**config.mk**
```make
export PLATFORM = sky130hd
export DESIGN_NAME = data_upsampler_flat
export DESIGN_NICKNAME = d
export VERILOG_FILES = /design/src/rtl/data_upsampler_pkg.sv /design/src/rtl/data_upsampler_if.sv /design/src/rtl/data_upsampler_expand.sv /design/src/rtl/data_upsampler.sv /design/src/flat_wrapper.sv
export SDC_FILE = /design/constraint.sdc
export NUM_CORES = 1
export LEC_CHECK = 0
export BUFFER_PORTS_ARGS = -buffer_cell sky130_fd_sc_hd__buf_4
export CELL_PAD_IN_SITES_DETAIL_PLACEMENT = 1
export CELL_PAD_IN_SITES_GLOBAL_PLACEMENT = 1
export CORE_MARGIN = 1.5
export CORE_UTILIZATION = 40
export DETAILED_ROUTE_END_ITERATION = 8
export PLACE_DENSITY_LB_ADDON = 0.15
export SETUP_SLACK_MARGIN = 0.1
export SLEW_MARGIN = 0
export SYNTH_ARGS = -nofsm -noshare
export SYNTH_HDL_FRONTEND = slang
export SYNTH_SLANG_ARGS = --single-unit
```
**constraint.sdc**
```tcl
create_clock -name rx_clk -period 3.3 [get_ports rx_clk]
set_input_delay 0.33 -clock rx_clk [delete_from_list [all_inputs] [get_ports rx_clk]]
set_output_delay 0.33 -clock rx_clk [all_outputs]
set_load 0.01 [all_outputs]
```
**src/rtl/data_upsampler_pkg.sv**
```systemverilog
// Shared rate encodings, line width and slice-count helper for the TX upsampler.
package data_upsampler_pkg;

    localparam int LINE_W = 32;

    localparam logic [1:0] RATE_4X = 2'b00;
    localparam logic [1:0] RATE_2X = 2'b01;
    localparam logic [1:0] RATE_1X = 2'b10;

    // Number of line words one payload word occupies at a given rate.
    function automatic logic [2:0] slices_per_word(input logic [1:0] rate);
        case (rate)
            RATE_4X: slices_per_word = 3'd4;
            RATE_2X: slices_per_word = 3'd2;
            default: slices_per_word = 3'd1;
        endcase
    endfunction

endpackage

```
**src/rtl/data_upsampler_if.sv**
```systemverilog
// Payload input handshake: a word transfers on any rx_clk edge where din_valid and din_ready are both high.
interface data_upsampler_if;
    import data_upsampler_pkg::*;

    logic [LINE_W-1:0] din;
    logic              din_valid;
    logic              din_ready;

    modport master (output din, output din_valid, input din_ready);
    modport slave  (input din, input din_valid, output din_ready);

endinterface

```
**src/rtl/data_upsampler_expand.sv**
```systemverilog
// upsample_expand: combinational slice selector and bit replicator, shared by payload and idle paths.
module upsample_expand
    import data_upsampler_pkg::*;
(
    input  logic [LINE_W-1:0] i_word,
    input  logic [1:0]        i_cnt,
    input  logic [1:0]        i_rate,
    output logic [LINE_W-1:0] o_line
);

    always_comb begin
        o_line = i_word;
        case (i_rate)
            RATE_4X: begin
                for (int i = 0; i < 8; i++) begin
                    o_line[4*i +: 4] = {4{i_word[{i_cnt, 3'b000} + 5'(i)]}};
                end
            end
            RATE_2X: begin
                for (int i = 0; i < 16; i++) begin
                    o_line[2*i +: 2] = {2{i_word[{i_cnt[0], 4'b0000} + 5'(i)]}};
                end
            end
            default: o_line = i_word;
        endcase
    end

endmodule

```
**src/rtl/data_upsampler.sv**
```systemverilog
// data_upsampler: 2-entry FIFO feeding a 4x/2x/1x bit replicator onto a fixed-rate GTX TX word.
// Optional build macro DATA_UPSAMPLER_PRBS_EN replaces the constant idle fill with PRBS7.
module data_upsampler
    import data_upsampler_pkg::*;
#(
    parameter logic [31:0] IDLE_WORD = 32'h0000_0000,
    parameter int          CNT_W     = 16
) (
    input  logic               rx_clk,
    input  logic               reset,
    input  logic [1:0]         rate,
    data_upsampler_if.slave    s_in,
    output logic [LINE_W-1:0]  dout,
    output logic               busy,
    output logic               underflow,
    output logic [CNT_W-1:0]   word_cnt
);

    logic [LINE_W-1:0] r_mem [2];
    logic              r_wr_ptr;
    logic              r_rd_ptr;
    logic [1:0]        r_count;
    logic [1:0]        r_cnt;
    logic [1:0]        r_rate_q;
    logic [LINE_W-1:0] r_dout;
    logic              r_underflow;
    logic              r_popped;
    logic [CNT_W-1:0]  r_word_cnt;
    logic              r_ready_en;

    logic [1:0]        w_rate_in;
    logic [1:0]        w_rate;
    logic [2:0]        w_slices;
    logic              w_last;
    logic              w_empty;
    logic              w_full;
    logic              w_push;
    logic              w_pop;
    logic [LINE_W-1:0] w_head;
    logic [LINE_W-1:0] w_idle_src;
    logic [LINE_W-1:0] w_data_line;
    logic [LINE_W-1:0] w_idle_line;

    // A new rate only applies at a word boundary; mid-word the latched rate holds.
    assign w_rate_in = (rate == 2'b11) ? RATE_1X : rate;
    assign w_rate    = (r_cnt == 2'd0) ? w_rate_in : r_rate_q;
    assign w_slices  = slices_per_word(w_rate);
    assign w_last    = ({1'b0, r_cnt} == (w_slices - 3'd1));

    assign w_empty = (r_count == 2'd0);
    assign w_full  = (r_count == 2'd2);
    assign s_in.din_ready = r_ready_en & ~w_full;
    assign w_push  = s_in.din_valid & s_in.din_ready;
    assign w_pop   = ~w_empty & w_last;
    assign w_head  = r_mem[r_rd_ptr];

`ifdef DATA_UPSAMPLER_PRBS_EN
    logic [6:0] r_lfsr;
    logic [6:0] w_lfsr_nxt;
    logic [31:0] w_prbs_word;

    // PRBS7 x^7+x^6+1, 32 bits unrolled; the state is kept after 8/16/32 steps by rate.
    always_comb begin
        logic [6:0] v_s;
        logic       v_nb;
        v_s         = r_lfsr;
        v_nb        = 1'b0;
        w_prbs_word = '0;
        w_lfsr_nxt  = r_lfsr;
        for (int k = 0; k < 32; k++) begin
            v_nb           = v_s[6] ^ v_s[5];
            w_prbs_word[k] = v_nb;
            v_s            = {v_s[5:0], v_nb};
            if ((k == 7)  && (w_rate == RATE_4X)) w_lfsr_nxt = v_s;
            if ((k == 15) && (w_rate == RATE_2X)) w_lfsr_nxt = v_s;
            if ((k == 31) && (w_rate == RATE_1X)) w_lfsr_nxt = v_s;
        end
    end

    always_ff @(posedge rx_clk) begin
        if (reset) begin
            r_lfsr <= 7'h7F;
        end else if (w_empty) begin
            r_lfsr <= w_lfsr_nxt;
        end
    end

    assign w_idle_src = w_prbs_word;
`else
    assign w_idle_src = IDLE_WORD;
`endif

    upsample_expand u_exp_data (
        .i_word (w_head),
        .i_cnt  (r_cnt),
        .i_rate (w_rate),
        .o_line (w_data_line)
    );

    upsample_expand u_exp_idle (
        .i_word (w_idle_src),
        .i_cnt  (r_cnt),
        .i_rate (w_rate),
        .o_line (w_idle_line)
    );

    always_ff @(posedge rx_clk) begin
        if (reset) begin
            r_wr_ptr    <= 1'b0;
            r_rd_ptr    <= 1'b0;
            r_count     <= 2'd0;
            r_cnt       <= 2'd0;
            r_rate_q    <= RATE_1X;
            r_dout      <= '0;
            r_underflow <= 1'b0;
            r_popped    <= 1'b0;
            r_word_cnt  <= '0;
            r_ready_en  <= 1'b0;
        end else begin
            r_ready_en <= 1'b1;
            if (r_cnt == 2'd0) r_rate_q <= w_rate_in;

            if (w_push) begin
                r_mem[r_wr_ptr] <= s_in.din;
                r_wr_ptr        <= ~r_wr_ptr;
            end
            if (w_pop) r_rd_ptr <= ~r_rd_ptr;

            case ({w_push, w_pop})
                2'b10:   r_count <= r_count + 2'd1;
                2'b01:   r_count <= r_count - 2'd1;
                default: r_count <= r_count;
            endcase

            if (w_empty) begin
                r_dout <= w_idle_line;
                r_cnt  <= 2'd0;
            end else begin
                r_dout <= w_data_line;
                r_cnt  <= w_last ? 2'd0 : r_cnt + 2'd1;
            end

            if (w_pop) begin
                r_popped <= 1'b1;
                if (r_word_cnt != {CNT_W{1'b1}}) r_word_cnt <= r_word_cnt + 1'b1;
            end
            if (w_empty && r_popped) r_underflow <= 1'b1;
        end
    end

    assign dout      = r_dout;
    assign busy      = ~w_empty;
    assign underflow = r_underflow;
    assign word_cnt  = r_word_cnt;

endmodule

```
**src/flat_wrapper.sv**
```systemverilog
// flat-port wrapper written by rule: the top's interface ports become plain ports
module data_upsampler_flat import data_upsampler_pkg::*;
#(
    parameter logic [31:0] IDLE_WORD = 32'h0000_0000,
    parameter int          CNT_W     = 16
)
  (rx_clk, reset, rate, dout, busy, underflow, word_cnt, s_in_din, s_in_din_valid, s_in_din_ready);
  data_upsampler_if s_in_i ();
  input  logic rx_clk;
  input  logic reset;
  input  logic [1:0] rate;
  output logic [LINE_W-1:0] dout;
  output logic busy;
  output logic underflow;
  output logic [CNT_W-1:0] word_cnt;
  input wire logic [$bits(s_in_i.din)-1:0] s_in_din;
  input wire logic [$bits(s_in_i.din_valid)-1:0] s_in_din_valid;
  output wire logic [$bits(s_in_i.din_ready)-1:0] s_in_din_ready;
  assign s_in_i.din = s_in_din;
  assign s_in_i.din_valid = s_in_din_valid;
  assign s_in_din_ready = s_in_i.din_ready;
  data_upsampler #(.IDLE_WORD(IDLE_WORD), .CNT_W(CNT_W)) u_core (.rx_clk(rx_clk), .reset(reset), .rate(rate), .s_in(s_in_i), .dout(dout), .busy(busy), .underflow(underflow), .word_cnt(word_cnt));
endmodule
```
## Word-level counts from Yosys, hierarchy flattened

Memory sizes are Yosys's and may differ from the RTL's. A register that Yosys moved wholly into a read port is not among the register bits.
Cells that the tools add are included.

| word-level totals | value |
|---|---|
| register bits after elaboration | 59 |
| RAM bits | 64 |
| ROM bits | 704 |
| input port bits | 37 |
| word-level logic and storage cells | 191 |
| memories | 23 |

| cells by class | value |
|---|---|
| add/subtract/negate cells | 27 |
| $lt $le $gt $ge | 24 |
| equality and inequality tests | 7 |
| mux-type cells | 86 |
| bitwise operators | 7 |
| reduce and logical (&&, ||, !) cells | 7 |

Memory list:

| name | words | width | read ports | clocked after memory_dff | write ports | RTL line | source |
|---|---|---|---|---|---|---|---|
| u_core.r_mem | 2 | 32 | 1 | 1 | 1 | data_upsampler.sv:19 | `logic [LINE_W-1:0] r_mem [2];` |
| (no name shown) | 32 | 1 | 1 | 0 | 0 | data_upsampler_expand.sv:21 | `o_line[2*i +: 2] = {2{i_word[{i_cnt[0], 4'b0000} + 5'(i)]}};` |
| (no name shown) | 32 | 1 | 1 | 0 | 0 | data_upsampler_expand.sv:21 |  |
| (no name shown) | 32 | 1 | 1 | 0 | 0 | data_upsampler_expand.sv:21 |  |
| (no name shown) | 32 | 1 | 1 | 0 | 0 | data_upsampler_expand.sv:21 |  |
| (no name shown) | 32 | 1 | 1 | 0 | 0 | data_upsampler_expand.sv:21 |  |
| 17 more memories | -- | -- | -- | -- | -- | -- |  |

Operators with widths:

| cell | count |
|---|---|
| less-than comparator 5 x 6 -> 1 bit (second input constant) | 24 |
| case mux 32 bit (2 select lines) | 2 |
| binary-select mux 1 bit (select 5 bit) | 22 |
| 2-to-1 mux 1 bit | 55 |
| adder 5 x 3 -> 5 bit (second input constant) | 8 |
| adder 5 x 4 -> 5 bit (second input constant) | 8 |
| 2-to-1 mux 32 bit | 1 |
| adder 5 x 2 -> 5 bit (second input constant) | 4 |
| adder 16 x 1 -> 16 bit (second input constant) | 1 |
| != test 16 bit (second input constant) | 1 |
| adder 5 x 1 -> 5 bit (second input constant) | 2 |
| == test 2 bit (second input constant) | 3 |
| logical NOT 2 bit | 3 |
| case mux 3 bit (2 select lines) | 1 |
| adder 2 x 1 -> 2 bit (second input constant) | 2 |
| binary-select mux 1 bit (select 2 bit) | 2 |
| == test 2 x 1 -> 1 bit (second input constant) | 2 |
| 2-to-1 mux 2 bit | 2 |
| NOT 1 bit | 4 |
| case mux 2 bit (2 select lines) | 1 |
| bitwise AND 1 bit | 3 |
| == test 2 x 3 -> 1 bit | 1 |
| OR reduction 3 bit | 1 |
| subtractor 3 x 1 -> 3 bit (second input constant) | 1 |
| other kinds (4) | 4 |

## Longest topological paths before layout

| depth | value |
|---|---|
| word-level depth | 10 |
| mapped depth | 14 |
| gate-level depth less buffers | 10 |

## Cells and area by module

Synthesis repeated with hierarchy kept, for this count alone.

| second synthesis, totals | value |
|---|---|
| cell total of the unflattened synthesis | 669 |
| area total of the unflattened synthesis | 6762.7 um2 |

Modules (own cells, without submodules):

| module | times used | cells each | area an instance (um2) | seq. area each (um2) |
|---|---|---|---|---|
| data_upsampler | 1 | 401 | 4788.3 | 3123.0 |
| upsample_expand | 2 | 134 | 987.2 | 0.0 |

## Worst setup path before layout

No wires, ideal clock.

| timing | value |
|---|---|
| path kind | register to register |
| start | register u_core.r_count[0] |
| end | memory u_core.r_mem[1][0], enable pin |
| setup time | 0.468 ns |
| arrival time | 3.425 ns |
| slack | -0.593 ns |
| cell stages (with the launch flop) | 5 |
| period minus slack after synthesis | 3.893 ns |
| path through | dfxtp_1 inv_1 a21boi_0 nand2_1 nor3b_1 |

| on the way | value |
|---|---|
| cells in the longest elaborated chain, start to end | 7 |

Ends and longest elaborated chain:

| item | RTL line | source |
|---|---|---|
| from (decl) | data_upsampler.sv:22 | `logic [1:0] r_count;` |
| from (signal assigned) | data_upsampler.sv:130 | `2'b10: r_count <= r_count + 2'd1;` |
| from (signal assigned) | data_upsampler.sv:131 | `2'b01: r_count <= r_count - 2'd1;` |
| from (signal assigned) | data_upsampler.sv:132 | `default: r_count <= r_count;` |
| == test 2 bit | data_upsampler.sv:51 | `assign w_full = (r_count == 2'd2);` |
| NOT 1 bit | data_upsampler.sv:52 | `assign s_in.din_ready = r_ready_en & ~w_full;` |
| bitwise AND 1 bit | data_upsampler.sv:52 |  |
| via s_in_din_ready | flat_wrapper.sv:18 | `output wire logic [$bits(s_in_i.din_ready)-1:0] s_in_din_ready;` |
| bitwise AND 1 bit | data_upsampler.sv:53 | `assign w_push = s_in.din_valid & s_in.din_ready;` |
| 2-to-1 mux 1 bit | data_upsampler.sv:123 | `if (w_push) begin` |
| 2-to-1 mux 1 bit | data_upsampler.sv:108 | `if (reset) begin` |
| 2-to-1 mux 1 bit (implied by the code) | data_upsampler.sv:124 | `r_mem[r_wr_ptr] <= s_in.din;` |
| to (decl) | data_upsampler.sv:19 |  |

The timed path passes the listed nets, and every way through them passes these cells.

## Worst setup path after layout

| timing | value |
|---|---|
| start | register u_core.r_cnt[1] |
| end | register u_core.r_count[1] |

| on the way | value |
|---|---|
| cells in the longest elaborated chain, start to end | 9 |
| elaborated cells between the ends (all ways) | 12 |
| classes of those cells | add/sub (1); eq/ne (4); mux (3); bitwise (1); reduce/logical (3) |

Ends and longest elaborated chain:

| item | RTL line | source |
|---|---|---|
| from (decl) | data_upsampler.sv:23 | `logic [1:0] r_cnt;` |
| from (signal assigned) | data_upsampler.sv:140 | `r_cnt <= w_last ? 2'd0 : r_cnt + 2'd1;` |
| logical NOT 2 bit | data_upsampler.sv:46 | `assign w_rate = (r_cnt == 2'd0) ? w_rate_in : r_rate_q;` |
| 2-to-1 mux 2 bit | data_upsampler.sv:46 |  |
| == test 2 x 1 -> 1 bit or logical NOT 2 bit (tied branches) | data_upsampler_pkg.sv:12 | `case (rate)` |
| case mux 3 bit (2 select lines) | data_upsampler_pkg.sv:12 |  |
| subtractor 3 x 1 -> 3 bit | data_upsampler.sv:48 | `assign w_last = ({1'b0, r_cnt} == (w_slices - 3'd1));` |
| == test 2 x 3 -> 1 bit * | data_upsampler.sv:48 |  |
| bitwise AND 1 bit * | data_upsampler.sv:54 | `assign w_pop = ~w_empty & w_last;` |
| via u_core.w_pop | data_upsampler.sv:38 | `logic w_pop;` |
| == test 2 x 1 -> 1 bit or == test 2 bit (tied branches) | data_upsampler.sv:129 | `case ({w_push, w_pop})` |
| case mux 2 bit (2 select lines) or nonzero test 2 bit (tied branches) | -- |  |

The timed path passes the listed nets; every way through them passes the cells marked *.
A chain may end at the register's enable or synchronous reset.

==> impl_metrics.ini <==
[critical_path]
reg2reg_from = u_core.r_cnt[1]$_SDFF_PP0_
r2r_cells = 9
crit_path_max_fanout = 11
worstSetupEndpointType = flop
cp.required_ns = 3.65
rr_endpoint = u_core.r_count[1]$_SDFFE_PP0P_
reg2reg_slack_ns = 0.46
crit_start = u_core.r_cnt[1]$_SDFF_PP0_
startpoint_type = flop
arrival_ns = 3.19
critPathCapture = u_core.r_count[1]$_SDFFE_PP0P_
path_class = reg -> reg

[sta]
setup_slack_ns = 0.462
min_period_ns = 2.84
setup_violations = 0
rsz0062_at_grt = no
setup_tns_ns = 0
max_slew_margin = 0.542
timing.fmax_mhz = 352
finalHoldViolations = 0
worst_slew_pin_slew_ns = 0.687
skew_ns = 0.0139
worst_hold_slack_ns = 0.0859
post-route-period-util = 0.860
slew_viol_final = 0

[placement]
dp_slack_ns = 0.517
portBuffers = 87
placedCellCount = 700
post-dp-hpwl_mm = 9.11
gp_congestion = 0.850

[floorplan]
die_w_um = 117
io_pins = 88
core_um2 = 12600
dieHeight_um = 117
row_count = 41
initial_core_util = 0.409
die_area_um2 = 13600

[drt]
routed_wl_mm = 13.5
dr_total_vias = 3847
first_pass_iters = 4
routedWlPerCell_um = 18.4
viasPerCell = 5.26
drc = 0
postRouteAntennaNets = 0
drt_iter0_markers = 218

[synth]
syn_area_um2 = 5160
synth_cell_types = 47
ys_top_cells_by_count = 67 x nand2_1, 64 x edfxtp_1, 60 x dfxtp_1
synth_top_area_frac = 0.372
synth-seq-cells = 124
synth_edf_count = 64
yosysWarnings = 0
synth_top_area_cell = edfxtp_1
synthesis.nets = 493
ys_seq_area_frac = 0.605
postSynthCellCount = 453
synth_area_leaders = edfxtp_1 37%, dfxtp_1 23%, mux2_2 8.1%
async_flop_share = 0
yosysMostFrequentCell = nand2_1
syn-mean-instance-area_um2 = 11.4
ys.flop_type = edfxtp_1

[cts]
cts_buffers = 17
post_cts_buffers = 0
cts_max_level = 4
insertion_delay_ns = 0.43
cts.sink_count = 124
path_clk_slew_ns = 0.05
cts_tree = yes
clockBufferDepth = 2
postCtsHoldBufs = 0
cts-root-buf = clkbuf_16
cts_resized = 0

[final_layout]
syn_to_final_growth_pct = 28.5
stdcell_count = 732
seqCellArea_um2 = 3120
drive_gt1_frac = 0.314
nNetsFinal = 587
n_antenna_cell = 0
multi_input_area_um2 = 1930
num-fill-cells = 1383

[global_route]
grt_pass1_wl_mm = 21.0
gr-total-overflow = 0
grt_use_met2 = 0.325
grt_max_degree = 34
grt_pass1_vias = 3921
met3_usage = 0.0529
gr-max-usage-layer = met2
track_usage = 0.211
met1_usage = 0.287
antenna_found_initial = 0

[worst_hold_path]
hold_class = in -> reg
holdPathStages = 1

[outcome]
status = completed

[pwr]
max-vdd-ir-drop_uv = 381
p_leak_uw = 0.00252
power.density_nw_per_um2 = 731
finalPower_uw = 4850

[job]
cap_violations = 0
==> worst max-delay path, cell delays in order, from the launching register on <==
cell	delay, ns
dfxtp_1	0.54
clkinv_1	0.15
ha_1	0.29
mux2i_1	0.37
mux2i_1	0.28
o21ai_2	0.09
inv_1	0.21
ha_1	0.32
or3_1	0.38
a21oi_1	0.15
==> registers in the layout, summed over array words and instances (netlist names), named ones only <==
signal             cells
u_core.word_cnt       16
u_core.underflow       1
u_core.r_cnt           2
u_core.r_wr_ptr        1
u_core.r_count         2
u_core.r_mem          64
u_core.r_rate_q        2
u_core.r_ready_en      1
u_core.r_rd_ptr        1
u_core.r_popped        1
u_core.dout           32
==> per-stage QoR <==
step / area (µm²) / util
finish: 6630 / 0.526
global route: 6630 / 0.526
CTS: 6630 / 0.526
detailed placement: 6030 / 0.478
global placement: 6030 / 0.478
floorplan: 5170 / -
==> final cells by class <==
type | count | share of cell area
clock buffer | 25 | 0.0747
clock inverter | 7 | 0.0168
inverter | 8 | 0.00453
multi-input combinational | 299 | 0.291
sequential | 124 | 0.471
tap | 172 | 0.0324
timing repair buffer | 97 | 0.110
==> cell families after synthesis <==
group / synth area share
multiplexers: 0.102
flip-flops: 0.605
AND/OR/NAND/NOR: 0.135
adder cells (fa/ha/maj): 0.00727
buffers and inverters: 0.0257
XOR/XNOR: 0.00848
AO/OA/AOI/OAI: 0.116
==> per-layer routing <==
layer  wire, µm  part of all wire
met1       6090              0.45
met2       6430              0.48
met3        751             0.056
met4        210             0.016
met5          0                 0
==> cell usage in the layout (no fill, tap or decap), drive strengths merged, types with 3 or more instances in the layout <==
cell type and n:
dfxtp 60, nand3 8, or4 8, bufinv 3
nor2b 4, buf 97, o22ai 4, ha 3
o21ba 5, mux4 4, nand2b 5, o21ai 19
a21boi 6, nand2 67, mux2 37, o31ai 8
clkinv 5, a21oi 49, nor4 8, nor2 27
nor3 9, inv 7, clkbuf 25, edfxtp 64
o21a 5, xnor2 3
==> report_power, final <==
group | total [µW] | switching [µW] | internal [µW]
clock | 1890 | 632 | 1260
combinational | 1120 | 643 | 475
sequential | 1840 | 70.2 | 1770
==> how the worst min path moves through the flow <==
stage	start	end	slack, ns
after floorplan	s_in_din[0]	u_core.r_mem[0][0]$_DFFE_PP_	0.43
after global placement	u_core.underflow$_SDFFE_PP0P_	u_core.underflow$_SDFFE_PP0P_	0.46
after detailed placement	u_core.r_popped$_SDFFE_PP0P_	u_core.r_popped$_SDFFE_PP0P_	0.48
after CTS	s_in_din[21]	u_core.r_mem[1][21]$_DFFE_PP_	0.08
after global routing	s_in_din[5]	u_core.r_mem[0][5]$_DFFE_PP_	0.08
final	s_in_din[17]	u_core.r_mem[0][17]$_DFFE_PP_	0.09
Note: power is estimated with default switching activity, not from simulation.
